===== src/rtl/cpu_isa_pkg.sv =====
// ISA definitions shared by the pipeline: opcodes, field positions, operand-use
// decode and the interlock FSM state type.
package cpu_isa_pkg;

    localparam logic [3:0] OP_NOP = 4'h0;
    localparam logic [3:0] OP_ADD = 4'h1;
    localparam logic [3:0] OP_SUB = 4'h2;
    localparam logic [3:0] OP_AND = 4'h3;
    localparam logic [3:0] OP_OR  = 4'h4;
    localparam logic [3:0] OP_LDI = 4'h5;
    localparam logic [3:0] OP_LD  = 4'h6;
    localparam logic [3:0] OP_ST  = 4'h7;
    localparam logic [3:0] OP_MOV = 4'h8;

    localparam int OPC_HI = 15;
    localparam int OPC_LO = 12;
    localparam int RD_HI  = 11;
    localparam int RD_LO  = 10;
    localparam int RS1_HI = 9;
    localparam int RS1_LO = 8;
    localparam int RS2_HI = 7;
    localparam int RS2_LO = 6;

    localparam logic [15:0] NOP_INS = 16'h0000;

    typedef enum logic {
        RUN   = 1'b0,
        STALL = 1'b1
    } hz_state_e;

    function automatic logic writes_rd(input logic [3:0] op);
        case (op)
            OP_ADD, OP_SUB, OP_AND, OP_OR, OP_LDI, OP_LD, OP_MOV: return 1'b1;
            default: return 1'b0;
        endcase
    endfunction

    function automatic logic reads_rs1(input logic [3:0] op);
        case (op)
            OP_ADD, OP_SUB, OP_AND, OP_OR, OP_LD, OP_ST, OP_MOV: return 1'b1;
            default: return 1'b0;
        endcase
    endfunction

    function automatic logic reads_rs2(input logic [3:0] op);
        case (op)
            OP_ADD, OP_SUB, OP_AND, OP_OR, OP_ST: return 1'b1;
            default: return 1'b0;
        endcase
    endfunction

endpackage


===== src/rtl/hazard_scoreboard.sv =====
// Three-slot destination tracker for the EXE, DM and WB stages.
// Slot index 0 = EXE, 1 = DM, 2 = WB; all slots shift every cycle.
module hazard_scoreboard
    import cpu_isa_pkg::*;
(
    input  logic            clk,
    input  logic            rst_n,
    input  logic            new_vld_i,
    input  logic [1:0]      new_rd_i,
    output logic [2:0]      slot_vld_o,
    output logic [2:0][1:0] slot_rd_o
);

    logic [2:0]      vld_q;
    logic [2:0][1:0] rd_q;

    always_ff @(posedge clk or negedge rst_n) begin
        if (!rst_n) begin
            vld_q <= '0;
            rd_q  <= '0;
        end else begin
            vld_q <= {vld_q[1:0], new_vld_i};
            rd_q  <= {rd_q[1:0], new_rd_i};
        end
    end

    assign slot_vld_o = vld_q;
    assign slot_rd_o  = rd_q;

endmodule


===== src/rtl/hazard_unit.sv =====
// Read-after-write interlock: holds IF/ID and the PC and injects NOPs into
// ID/EXE until every operand of the instruction in ID is readable.
module hazard_unit
    import cpu_isa_pkg::*;
#(
    parameter bit WB_WRITE_THROUGH = 1'b1,
    parameter int CNT_W            = 16
) (
    input  logic             clk,
    input  logic             rst_n,
    input  logic [15:0]      id_ins,
    input  logic             id_valid,
    output logic             if_id_we,
    output logic             pc_we,
    output logic             bubble,
    output logic             stalled,
    output logic [CNT_W-1:0] stall_cycles,
    output logic [CNT_W-1:0] stall_events
);

    logic [3:0] op;
    logic [1:0] rd;
    logic [1:0] rs1;
    logic [1:0] rs2;
    logic       unused_bits;

    assign op          = id_ins[OPC_HI:OPC_LO];
    assign rd          = id_ins[RD_HI:RD_LO];
    assign rs1         = id_ins[RS1_HI:RS1_LO];
    assign rs2         = id_ins[RS2_HI:RS2_LO];
    assign unused_bits = ^id_ins[5:0];

    logic [2:0]      slot_vld;
    logic [2:0][1:0] slot_rd;
    logic            hazard;

    always_comb begin
        hazard = 1'b0;
        for (int i = 0; i < 3; i++) begin
            // The WB slot only matters when the register file cannot forward
            // a same-cycle write to the ID read.
            if (slot_vld[i] && (i < 2 || !WB_WRITE_THROUGH)) begin
                if ((reads_rs1(op) && rs1 == slot_rd[i]) ||
                    (reads_rs2(op) && rs2 == slot_rd[i])) begin
                    hazard = 1'b1;
                end
            end
        end
        hazard = hazard & id_valid;
    end

    assign bubble   = !rst_n || hazard;
    assign if_id_we = rst_n && !hazard;
    assign pc_we    = if_id_we;

    hazard_scoreboard u_scoreboard (
        .clk        (clk),
        .rst_n      (rst_n),
        .new_vld_i  (writes_rd(op) && id_valid && !bubble),
        .new_rd_i   (rd),
        .slot_vld_o (slot_vld),
        .slot_rd_o  (slot_rd)
    );

    hz_state_e        state_q;
    logic [CNT_W-1:0] cycles_q, cycles_d;
    logic [CNT_W-1:0] events_q, events_d;

    always_comb begin
        cycles_d = cycles_q;
        events_d = events_q;
        if (bubble && cycles_q != '1) begin
            cycles_d = cycles_q + CNT_W'(1);
        end
        if (state_q == RUN && hazard && events_q != '1) begin
            events_d = events_q + CNT_W'(1);
        end
    end

    always_ff @(posedge clk or negedge rst_n) begin
        if (!rst_n) begin
            state_q  <= RUN;
            cycles_q <= '0;
            events_q <= '0;
        end else begin
            state_q  <= hazard ? STALL : RUN;
            cycles_q <= cycles_d;
            events_q <= events_d;
        end
    end

    assign stalled      = (state_q == STALL);
    assign stall_cycles = cycles_q;
    assign stall_events = events_q;

endmodule


===== config.mk =====
export PLATFORM = sky130hd
export DESIGN_NAME = hazard_unit
export DESIGN_NICKNAME = d
export VERILOG_FILES = /design/src/rtl/cpu_isa_pkg.sv /design/src/rtl/hazard_scoreboard.sv /design/src/rtl/hazard_unit.sv
export SDC_FILE = /design/constraint.sdc
export NUM_CORES = 1
export LEC_CHECK = 0
export ABC_AREA = 1
export CORE_ASPECT_RATIO = 0.5
export CORE_MARGIN = 3
export CORE_UTILIZATION = 46
export CTS_CLUSTER_SIZE = 30
export DETAILED_ROUTE_END_ITERATION = 10
export PLACE_DENSITY = 0.76
export SYNTH_ARGS = -nofsm -noshare
export SYNTH_HDL_FRONTEND = slang
export SYNTH_HIERARCHICAL = 1
export SYNTH_SLANG_ARGS = --single-unit

===== constraint.sdc =====
create_clock -name clk -period 2.05 [get_ports clk]
set_input_delay 0.5125 -clock clk [delete_from_list [all_inputs] [get_ports clk]]
set_output_delay 0.5125 -clock clk [all_outputs]
set_load 0.05 [all_outputs]

==> results.py <==
metrics = {
    "route": {
        "drc": 0,
        "wl_per_cell_um": 12.27,
        "routed_wl_um": 5373,
        "drt_iter0_markers": 90,
        "vias": 2120,
        "dr.pass1.iters": 4,
        "routed_via_density": 4.840,
        "ant_nets": 0,
    },
    "timing": {
        "period_minus_slack_ps": 2259,
        "fin_setup_tns_ps": -556.0,
        "fmax_ghz": 0.4427,
        "rsz0062_at_grt": "yes",
        "finalHoldViolCount": 0,
        "maxSlewHeadroom_pct": 66.71,
        "finalWorstSetupSlack_ps": -208.7,
        "worst_slew_pin_slew_ps": 498.6,
        "setup_viol": 3,
        "final.period_utilization_pct": 110.2,
        "skew_ps": 5.571,
        "final-max-slew-violation-count": 0,
    },
    "grt": {
        "grt_max_degree": 40,
        "antenna_found_initial": 0,
        "grt_use_total_pct": 18.03,
        "grt_pass1_vias": 2008,
        "gr-total-overflow": 0,
        "grt_first_pass_wirelength_um": 9018,
    },
    "clock_tree": {
        "htree_num_levels": 2,
        "clock-sinks": 39,
        "ctsHoldBuffers": 0,
        "clock_path_buffers": 2,
        "numCtsBuffers": 5,
        "cts.clk_slew.worst_paths_ps": 80,
        "cts_tree": "yes",
        "cts-root-buf": "clkbuf_8",
        "clk_latency_ps": 290,
    },
    "floorplan": {
        "die_w_um": 109.2,
        "rows": 18,
        "dieArea_um2": 6293,
        "die_h_um": 57.62,
        "initial_core_util_pct": 48.80,
        "core_um2": 5022,
        "io-pin-count": 55,
    },
    "placed_design": {
        "place.gp.congestion": 0.8622,
        "place_area_um2": 3078,
        "port_buffers": 48,
        "place_hpwl_um": 4056,
    },
    "outcome": {
        "violations": "setup timing",
        "status": "finished, violations left",
    },
    "setup_path": {
        "crit_arrival_ps": 1750,
        "startpoint_type": "flip-flop",
        "cpPeakStageDelay_ps": 420,
        "cp_slowest_cell": "dfrtp_1",
        "worstPathMaxFanout": 3,
        "path_buf_inv": 3,
        "critPathKind": "reg2out",
        "cp-end-kind": "output port",
        "cp_top_family": "simple AND/OR/NAND/NOR gates",
        "crit_chain": "buf_4, xnor2_1, nand3_1, nand2_1, nand2_2, nand2_4, nand2_4, nand2_8, clkinvlp_4, buf_12",
        "cp.required_ps": 1540,
        "cpMostUsedCell": "nand2_4",
    },
    "final_layout": {
        "area_delta_synth_final_pct": 33.54,
        "nets": 388,
        "drive_above_1_share_pct": 30.16,
        "finish.instance_area_um2": 3273,
        "diodes": 0,
        "final_cell_mix": "nand2_1 (108), buf_4 (44), dfrtp_1 (37)",
        "layout_commonest_cell": "nand2_1",
    },
    "power_and_ir_drop": {
        "p_leak_nw": 1.718,
        "peakVddDrop_mv": 0.4803,
        "p_per_area_nw_per_um2": 661.7,
    },
    "synth": {
        "syn_area_um2": 2451,
        "avgSynthCellArea_um2": 8.036,
        "syn_inst": 305,
        "syn_nets": 326,
        "ys_warn_count": 6,
    },
    "min_path": {
        "min_path_type": "in2async",
    },
    "run": {
        "drv_cap": 0,
    },
}
==> area by class of cell <==
type,instances,area [um^2]
timing repair buffer,62,566.8
sequential,39,978.4
multi-input combinational,231,1403
clock buffer,7,96.34
tap,70,87.58
inverter,28,133.9
clock inverter,1,7.507
fill,403,1749
==> routing by layer <==
metal | wire length [um] | track usage, % | up-vias
met5 | 0 | 0 | -
met4 | 43 | 4.796 | 0
met3 | 201 | 4.116 | 5
met2 | 2670 | 31.15 | 33
met1 | 2456 | 23.12 | 1003
li1 | - | - | 1079
==> where the power goes <==
group | switching [mW] | leakage [nW] | internal, mW
Combinational | 0.428 | 1.14 | 0.228
Sequential | 0.0876 | 0.524 | 0.837
Clock | 0.279 | 0.0505 | 0.306
Total | 0.795 | 1.72 | 1.37
==> worst reg2reg max path: stages, from the launching register on <==
cell     delay (ps)
dfrtp_1         440
ha_1            250
nand2_1         180
nor4_4          310
nand2_1         140
inv_1           120
nor2_4           50
buf_12          140
nand2_1          60
nand2_1          50
==> registers in the layout, indices dropped and copies added (netlist names) <==
register,flops
stall_cycles,16
stall_events,16
u_scoreboard/slot_rd_o,4
u_scoreboard/slot_vld_o,2
stalled,1
==> worst paths after layout <==
check	end	slack, ps	cells past startpoint	start
hold / removal	stall_cycles[0]	390	2	rst_n
hold reg to reg	u_scoreboard/slot_vld_o[1]	400	0	u_scoreboard/slot_vld_o[0]
setup / recovery	pc_we	-210	10	u_scoreboard/slot_rd_o[0]
max in group asynchronous	stall_cycles[1]	1300	2	rst_n
setup reg to reg	stall_events[1]	210	9	stall_events[0]
min in group clk	u_scoreboard/slot_vld_o[1]	400	0	u_scoreboard/slot_vld_o[0]
==> timing repair <==
item,CTS,global route
pin swaps,16,15
cloned,0,0
resized for setup,38,15
setup endpoints to repair,35,4
endpoints found under the hold margin,0,0
buffers inserted,2,1
==> through the flow <==
stage	setup WS [ps]	hold slack (ps)	instances	util, %	total power [mW]
3_5_place_dp	-682.3	391.5	429	61.29	1.581
4_1_cts	-246.4	353.9	439	64.32	2.178
5_1_grt	-309.9	426.4	438	65.17	2.278
3_3_place_gp	-604.9	389.0	429	61.29	1.563
6_report	-208.7	388.6	438	65.17	2.166
2_1_floorplan	-425.0	216.9	305	-	1.362
(Power assumes the default switching activity.)
